**src/rtl/if_branch_predictor.sv**
```systemverilog
// if_branch_predictor: direct-mapped BTB with 2-bit saturating counters and EX-stage misprediction redirect.
// Optional macro BP_UPDATE_BYPASS_EN forwards a same-cycle update to the lookup port. Rev 1.0
`default_nettype none

module if_branch_predictor #(
  parameter int INDEX_BITS = 4,
  parameter int TAG_BITS   = 30 - INDEX_BITS
) (
  input  logic        clk,
  input  logic        EX_rst_n,
  input  logic [31:0] IF_pc,
  input  logic        EX_IF_branch,
  input  logic        EX_IF_zero,
  input  logic [31:0] EX_IF_pc,
  input  logic [31:0] EX_IF_branch_target,
  input  logic [1:0]  EX_IF_predictor,
  input  logic [31:0] EX_IF_branch_target_predict,
  output logic        IF_predict_taken,
  output logic [1:0]  IF_predictor,
  output logic [31:0] IF_branch_target_predict,
  output logic        IF_redirect,
  output logic [31:0] IF_redirect_pc
);

  localparam int NUM_ENTRIES = 1 << INDEX_BITS;

  logic                valid_q  [NUM_ENTRIES];
  logic [TAG_BITS-1:0] tag_q    [NUM_ENTRIES];
  logic [31:0]         target_q [NUM_ENTRIES];
  logic [1:0]          ctr_q    [NUM_ENTRIES];

  logic [INDEX_BITS-1:0] lk_idx;
  logic [TAG_BITS-1:0]   lk_tag;
  logic [31:0]           br_pc;
  logic [INDEX_BITS-1:0] up_idx;
  logic [TAG_BITS-1:0]   up_tag;
  logic                  up_hit;
  logic                  up_we;
  logic [1:0]            ctr_old;
  logic [1:0]            ctr_d;
  logic [31:0]           target_d;
  logic                  bypass;
  logic                  lk_hit;
  logic [1:0]            lk_ctr;
  logic [31:0]           lk_target;
  logic                  unused_ok;

  assign lk_idx = IF_pc[2+INDEX_BITS-1:2];
  assign lk_tag = IF_pc[31:2+INDEX_BITS];

  // EX reports pc+4 of the branch; the table is keyed by the branch's own address.
  assign br_pc  = EX_IF_pc - 32'd4;
  assign up_idx = br_pc[2+INDEX_BITS-1:2];
  assign up_tag = br_pc[31:2+INDEX_BITS];
  assign up_hit = valid_q[up_idx] && (tag_q[up_idx] == up_tag);

  // A not-taken branch that is not already tracked leaves the table alone.
  assign up_we  = EX_IF_branch && (up_hit || EX_IF_zero);

  assign ctr_old = ctr_q[up_idx];

  always_comb begin
    ctr_d    = 2'b10;
    target_d = EX_IF_branch_target;
    if (up_hit) begin
      if (EX_IF_zero) begin
        ctr_d    = (ctr_old == 2'b11) ? 2'b11 : ctr_old + 2'b01;
        target_d = EX_IF_branch_target;
      end else begin
        ctr_d    = (ctr_old == 2'b00) ? 2'b00 : ctr_old - 2'b01;
        target_d = target_q[up_idx];
      end
    end
  end

  always_ff @(posedge clk or negedge EX_rst_n) begin
    if (!EX_rst_n) begin
      for (int i = 0; i < NUM_ENTRIES; i++) begin
        valid_q[i]  <= 1'b0;
        tag_q[i]    <= '0;
        target_q[i] <= 32'd0;
        ctr_q[i]    <= 2'b01;
      end
    end else if (up_we) begin
      valid_q[up_idx]  <= 1'b1;
      tag_q[up_idx]    <= up_tag;
      target_q[up_idx] <= target_d;
      ctr_q[up_idx]    <= ctr_d;
    end
  end

`ifdef BP_UPDATE_BYPASS_EN
  assign bypass = up_we && (up_idx == lk_idx) && (up_tag == lk_tag);
`else
  assign bypass = 1'b0;
`endif

  assign lk_hit    = bypass || (valid_q[lk_idx] && (tag_q[lk_idx] == lk_tag));
  assign lk_ctr    = bypass ? ctr_d    : ctr_q[lk_idx];
  assign lk_target = bypass ? target_d : target_q[lk_idx];

  assign IF_predict_taken         = lk_hit && lk_ctr[1];
  assign IF_predictor             = lk_hit ? lk_ctr : 2'b01;
  assign IF_branch_target_predict = IF_predict_taken ? lk_target : IF_pc + 32'd4;

  assign IF_redirect    = EX_IF_branch &&
                          (EX_IF_zero ? (EX_IF_branch_target_predict != EX_IF_branch_target)
                                      : (EX_IF_branch_target_predict != EX_IF_pc));
  assign IF_redirect_pc = !IF_redirect ? 32'd0 :
                          (EX_IF_zero ? EX_IF_branch_target : EX_IF_pc);

  // The fetch-time counter travels down the pipe for consistency checks only.
  assign unused_ok = ^{EX_IF_predictor, br_pc[1:0]};

endmodule

`default_nettype wire

```
**config.mk**
```make
export PLATFORM = sky130hd
export DESIGN_NAME = if_branch_predictor
export DESIGN_NICKNAME = d
export VERILOG_FILES = /design/src/rtl/if_branch_predictor.sv
export SDC_FILE = /design/constraint.sdc
export NUM_CORES = 2
export LEC_CHECK = 0
export BUFFER_PORTS_ARGS = -buffer_cell sky130_fd_sc_hd__buf_2
export CORE_MARGIN = 2
export CORE_UTILIZATION = 56
export CTS_BUF_LIST = sky130_fd_sc_hd__clkbuf_8
export CTS_CLUSTER_SIZE = 10
export DETAILED_ROUTE_END_ITERATION = 8
export PLACE_DENSITY = 0.84
export SLEW_MARGIN = 25
export SYNTH_ARGS = -nofsm -noshare
export SYNTH_HDL_FRONTEND = slang
export SYNTH_SLANG_ARGS = --single-unit
export TNS_END_PERCENT = 1
```
**constraint.sdc**
```tcl
create_clock -name clk -period 5.6 [get_ports clk]
set_clock_uncertainty 0.2 [all_clocks]
set_input_delay 0.84 -clock clk [delete_from_list [all_inputs] [get_ports clk]]
set_output_delay 0.84 -clock clk [all_outputs]
set_load 0.005 [all_outputs]
```
### Word level (Yosys, flattened, before mapping)

Index checks and enable logic that the tools add are counted.

* register bits: 976

* $add $sub $neg: 4
* order comparisons: 3
* equality and inequality tests: 5
* multiplexer cells: 46
* bitwise operators: 3
* reduce and logical (&&, ||, !) cells: 8

Operator list (count)
* bitwise mux 512 bit: 1
* bitwise mux 416 bit: 1
* 2-to-1 mux 32 bit: 10
* binary-select mux 32 bit (select 4 bit): 2
* binary-select mux 26 bit (select 4 bit): 2
* 2-to-1 mux 26 bit: 5
* demux 32 bit (select 4 bit): 1
* demux 26 bit (select 4 bit): 1
* != test 32 bit: 2
* equality test 26 bit: 2
* adder 32 x 3 -> 32 bit (second input constant): 1
* bitwise mux 32 bit: 1
* subtractor 32 x 3 -> 32 bit (second input constant): 1
* 2-to-1 mux 2 bit: 10
* binary-select mux 2 bit (select 4 bit): 2
* OR 16 bit: 1
* >= comparator 5 bit (second input constant): 2
* inverter 4 -> 5 bit: 2
* binary-select mux 1 bit (select 4 bit): 2
* demux 2 bit (select 4 bit): 1
* logical AND 1 bit: 6
* 2-to-1 mux 1 bit: 6
* < comparator 5 x 1 -> 1 bit (second input constant): 1
* demux 1 bit (select 4 bit): 1
* other kinds (5): 5

### Depth between registers and ports, before layout

* depth in word-level cells: 10
* gate-level depth with buffers: 23
* mapped depth without buffers: 12

### Least setup slack after synthesis

No wires, ideal clock.

* kind: input-to-reg
* start: in EX_IF_pc[2]
* end: reg tag_q[234] (netlist bit)
* setup time: 125 ps
* data arrival time: 6534 ps
* data required time: 5275 ps
* path slack: -1259 ps
* stages: 23
* cell sequence: buf_2 > buf_2 > buf_2 > buf_2 > buf_2 > clkinv_1 > ha_1 > clkbuf_1 > clkbuf_1 > clkbuf_1 > mux4_2 > mux2i_1 > mux2i_1 > or3_1 > a221oi_2 > nand4_1 > nor4_2 > or2_0 > buf_2 > buf_4 > nor4b_4 > buf_6 > mux2_2

* longest elaborated chain between the ends: 9
* elaborated cells between the ends (all ways): 18

Ends and longest elaborated chain
* start, declared: RTL line 14 `input logic [31:0] EX_IF_pc,`
* subtractor 32 x 3 -> 32 bit *: RTL line 52 `assign br_pc = EX_IF_pc - 32'd4;`
* inverter 4 -> 5 bit (implied by the code): RTL line 55, 86
* binary-select mux 26 bit (select 4 bit): RTL line 55 `assign up_hit = valid_q[up_idx] && (tag_q[up_idx] == up_tag);`
* 2-to-1 mux 26 bit (implied by the code) (2 in series): RTL line 55
* equality test 26 bit: RTL line 55
* logical AND 1 bit: RTL line 55
* logical OR 1 bit: RTL line 58 `assign up_we = EX_IF_branch && (up_hit || EX_IF_zero);`
* logical AND 1 bit: RTL line 58
* end signal, assigned by index: RTL line 86 `tag_q[up_idx] <= up_tag;`
* end, declared: RTL line 28 `logic [TAG_BITS-1:0] tag_q [NUM_ENTRIES];`

Every way passes the cells marked *; elsewhere a longest branch is shown, timed or not. The select of a mux whose other input is x is not followed.
A chain may end at the register's enable or synchronous reset.

### Worst setup path in the final report

* start: in IF_pc[2]
* end: out IF_branch_target_predict[4]

* longest elaborated chain between the ends: 8
* elaborated cells between the ends (all ways): 18

Ends and longest elaborated chain
* start, declared: RTL line 11 `input logic [31:0] IF_pc,`
* inverter 4 -> 5 bit (implied by the code): RTL line 98, 99, 100
* binary-select mux 26 bit (select 4 bit): RTL line 98 `assign lk_hit = bypass || (valid_q[lk_idx] && (tag_q[lk_idx] == lk_tag));`
* 2-to-1 mux 26 bit (implied by the code) (2 in series): RTL line 98
* equality test 26 bit: RTL line 98
* logical AND 1 bit: RTL line 98
* logical AND 1 bit: RTL line 102 `assign IF_predict_taken = lk_hit && lk_ctr[1];`
* 2-to-1 mux 32 bit *: RTL line 104 `assign IF_branch_target_predict = IF_predict_taken ? lk_target : IF_pc + 32'd4;`
* end, declared: RTL line 20 `output logic [31:0] IF_branch_target_predict,`

Marked as above.

==> results.py <==
metrics = {
    "outcome": {
        "status": "finished, final reports clean",
    },
    "synthesis": {
        "synthCells": 3514,
        "synth_warnings": 0,
        "yosys-top-cells-area": "dfrtp_1, mux4_2, mux2_2",
        "synthTopCellsByCount": "dfrtp_1, mux2_2, mux4_2",
        "synth_edf_count": 0,
        "synth_xor_area_share_pct": 1.91,
        "synth.most_common_cell": "dfrtp_1",
        "synthMuxAreaShare_pct": 46.4,
        "synth_compound_gate_area_share_pct": 0.776,
        "synth_area_per_cell_um2": 15.6,
        "synth_seq_cells": 976,
        "yosys.area_share.simple_pct": 3.12,
        "syn_nets": 3654,
        "ys_types": 56,
        "synth.yosys.seq_area_share_pct": 44.6,
        "ys.flop_type": "dfrtp_1",
        "synth_top_cell_by_area": "dfrtp_1",
        "synthAdderAreaFrac_pct": 0.173,
        "yosysTopAreaCellShare_pct": 43.8,
        "async_reset_ff_share_pct": 100,
        "netlist_area_um2": 54800,
        "synth_top_family_by_area": "multiplexers",
    },
    "timing": {
        "max_slew_margin_pct": 25.9,
        "tightest_slew_ns": 1.10,
        "hold_viol": 0,
        "layout_setup_ws_ns": 0.0279,
        "min_period_ns": 5.57,
        "tns_ns": 0,
        "rsz0062_at_grt": "yes",
        "finalCritPeriodShare_pct": 99.5,
        "fmax_ghz": 0.179,
        "slew_violations": 0,
        "setup_viol": 0,
    },
    "drt": {
        "vias": 36500,
        "met1Wirelength_um": 62100,
        "wl_met2_um": 72200,
        "drc": 0,
        "drt_first_pass_iters": 7,
        "final_antenna_net_count": 0,
        "drtIter0Drc": 4372,
        "vias_per_cell": 6.97,
        "highest_layer": "met5",
        "dr_wl_met3_um": 23000,
        "wl_per_cell_um": 31.3,
        "finalWirelength_um": 164000,
    },
    "power": {
        "p_clk_share_pct": 28.1,
        "power_frac_seq_pct": 45.7,
        "power_leakage_nw": 27.2,
        "ir_drop_uv": 223,
        "totalPowerFinal_mw": 22.3,
        "p_int_mw": 15.6,
        "share_comb_of_total_power_pct": 26.2,
        "switchingPower_mw": 6.65,
        "switching_share_pct": 29.8,
        "power.density_nw_per_um2": 355,
    },
    "placed_design": {
        "gp_congestion": 1.00,
        "port_buffers": 199,
        "hpwl_um": 112000,
        "pre_cts_ws_ns": -0.220,
    },
    "clock_network": {
        "cts_buffer_depth": 3,
        "h-tree-depth": 4,
        "path_clk_slew_ns": 0.06,
        "root_buffer": "clkbuf_8",
        "cts_tree": "done",
        "cts-buffers-inserted": 159,
        "post-cts-setup-buffers": 0,
        "clkLatencyLatePin_ns": 0.88,
        "cts_sinks": 976,
    },
    "finish": {
        "drive_gt1_share_pct": 57.0,
        "multi_input_area_um2": 28900,
        "nFillCells": 6528,
        "area_growth_pct": 14.5,
        "seq_area_um2": 24400,
        "fin_nets": 3976,
    },
    "critical_path": {
        "path_common_cell": "buf_12",
        "crit_family": "simple AND/OR/NAND/NOR gates",
        "start_kind": "primary input",
        "slowest_delay_ns": 0.51,
        "endpoint_kind": "output port",
        "cpMaxStageDelayCell": "mux4_2",
        "critical_path.cell_chain": "buf_8 -> buf_12 -> mux4_2 -> nor2b_1 -> a211oi_1 -> a21oi_1 -> xnor2_1 -> nand4b_1 -> nor4b_1 -> nand4_1 -> nor3_4 -> buf_12 -> mux2_2 -> buf_2",
        "path_class": "in -> out",
        "arrival_ns": 4.53,
        "critPathBufInv": 4,
        "critical_path.max_fanout": 18,
        "cp.required_ns": 4.56,
    },
    "grt": {
        "grt-ovfl-total": 0,
        "grt_pass1_wl_um": 245000,
        "track_usage_pct": 33.3,
        "antenna_found_initial": 9,
        "grt_max_degree": 148,
        "grt_pass1_vias": 38100,
    },
    "floorplanning": {
        "coreArea_um2": 96900,
        "fp.dieW_um": 317,
        "die_y_um": 317,
        "die-area_um2": 100000,
        "rows": 114,
        "start_util_pct": 56.6,
        "ioPinCount": 202,
    },
    "job": {
        "cap_viol_max_count": 0,
    },
    "hold_path": {
        "min_path_type": "reg -> reg",
    },
}
sequential cells by signal, summed over array words and instances, names as in the netlist:
signal	flops
target_q	512
tag_q	416
ctr_q	32
valid_q	16
layer usage:
layer  vias to the layer above  track usage [%]
met3                       428             14.9
met1                     19400             44.7
li1                      14300                -
met4                        16             13.1
met2                      2278             47.9
met5                         -                0
logic make-up after synthesis:
| kind of cell | Yosys count |
|---|---|
| xor gates and xnor gates | 118 |
| muxes | 1703 |
| adders and majority gates | 8 |
| and+or+nand+nor | 287 |
| AOI/OAI and AO/OA | 65 |
| buffers and inverters | 357 |
| DFF | 976 |
through the flow:
step	util (%)	instance area (um2)	hold slack [ns]	cells
after global placement	61.5	59500	0.264	4950
after global routing	64.8	62800	0.306	5231
after floorplan	-	54900	0.247	3514
final	64.8	62800	0.292	5234
after CTS	64.8	62700	0.289	5230
after detailed placement	61.5	59500	0.275	4950
worst reg2reg max path: cells and delay by family (launching register included):
kind / cells / cell delay (ns)
multiplexers: 3 / 1.32
flip-flops: 1 / 0.40
AND/OR/NAND/NOR: 5 / 1.62
buffers and inverters: 4 / 0.83
XOR/XNOR: 1 / 0.18
path summary, 6_finish.rpt:
kind | startpoint | to | slack (ns) | depth (start not counted)
worst max-delay path | IF_pc[2] | IF_branch_target_predict[4] | 0.03 | 14
worst min-delay path | valid_q[1] | valid_q[1] | 0.29 | 1
worst max register to register | tag_q[79] | target_q[325] | 0.91 | 13
worst min register to register | valid_q[1] | valid_q[1] | 0.29 | 1
max in group asynchronous | EX_rst_n | tag_q[216] | 3.24 | 3
min in group asynchronous | EX_rst_n | target_q[310] | 0.46 | 2
power by group through the flow:
stage | combinational (mW) | sequential (mW) | clock, mW
after floorplan | 4.35 | 9.70 | 0
after global placement | 5.54 | 10.0 | 0
after detailed placement | 5.73 | 10.2 | 0
after CTS | 5.78 | 10.1 | 6.32
after global routing | 6.16 | 10.4 | 6.64
final | 5.83 | 10.2 | 6.27
layout make-up:
| class | count | share of cell area (%) |
|---|---|---|
| antenna | 4 | 0.0159 |
| clock buffer | 190 | 4.17 |
| timing repair buffer | 490 | 7.21 |
| inverter | 28 | 0.175 |
| clock inverter | 89 | 0.903 |
| multi-input combinational | 2181 | 46.1 |
| tap | 1276 | 2.54 |
| sequential | 976 | 38.9 |
placed cells by master, fill, tap and decap left out, types with 20 or more instances in the layout:
| master | synthesis | final |
|---|---|---|
| dfrtp_1 | 960 | 960 |
| mux2_2 | 902 | 902 |
| mux4_2 | 569 | 569 |
| buf_2 | 71 | 193 |
| clkbuf_8 | 0 | 190 |
| buf_4 | 2 | 187 |
| mux2i_1 | 126 | 126 |
| mux2_1 | 106 | 106 |
| buf_12 | 0 | 103 |
| inv_1 | 27 | 86 |
| xnor2_1 | 79 | 73 |
| nor2_1 | 56 | 56 |
| nand2_1 | 58 | 55 |
| xor2_1 | 38 | 35 |
| a21oi_1 | 26 | 25 |
| nand3_1 | 23 | 22 |
| nor4_1 | 21 | 20 |
what timing repair did:
action / in CTS / in global routing
gates resized for setup: 0 / 5
endpoints found under the hold margin: 70 / 0
hold buffers: 1 / 0
setup endpoints to repair: 0 / 32
(Power assumes the default switching activity.)
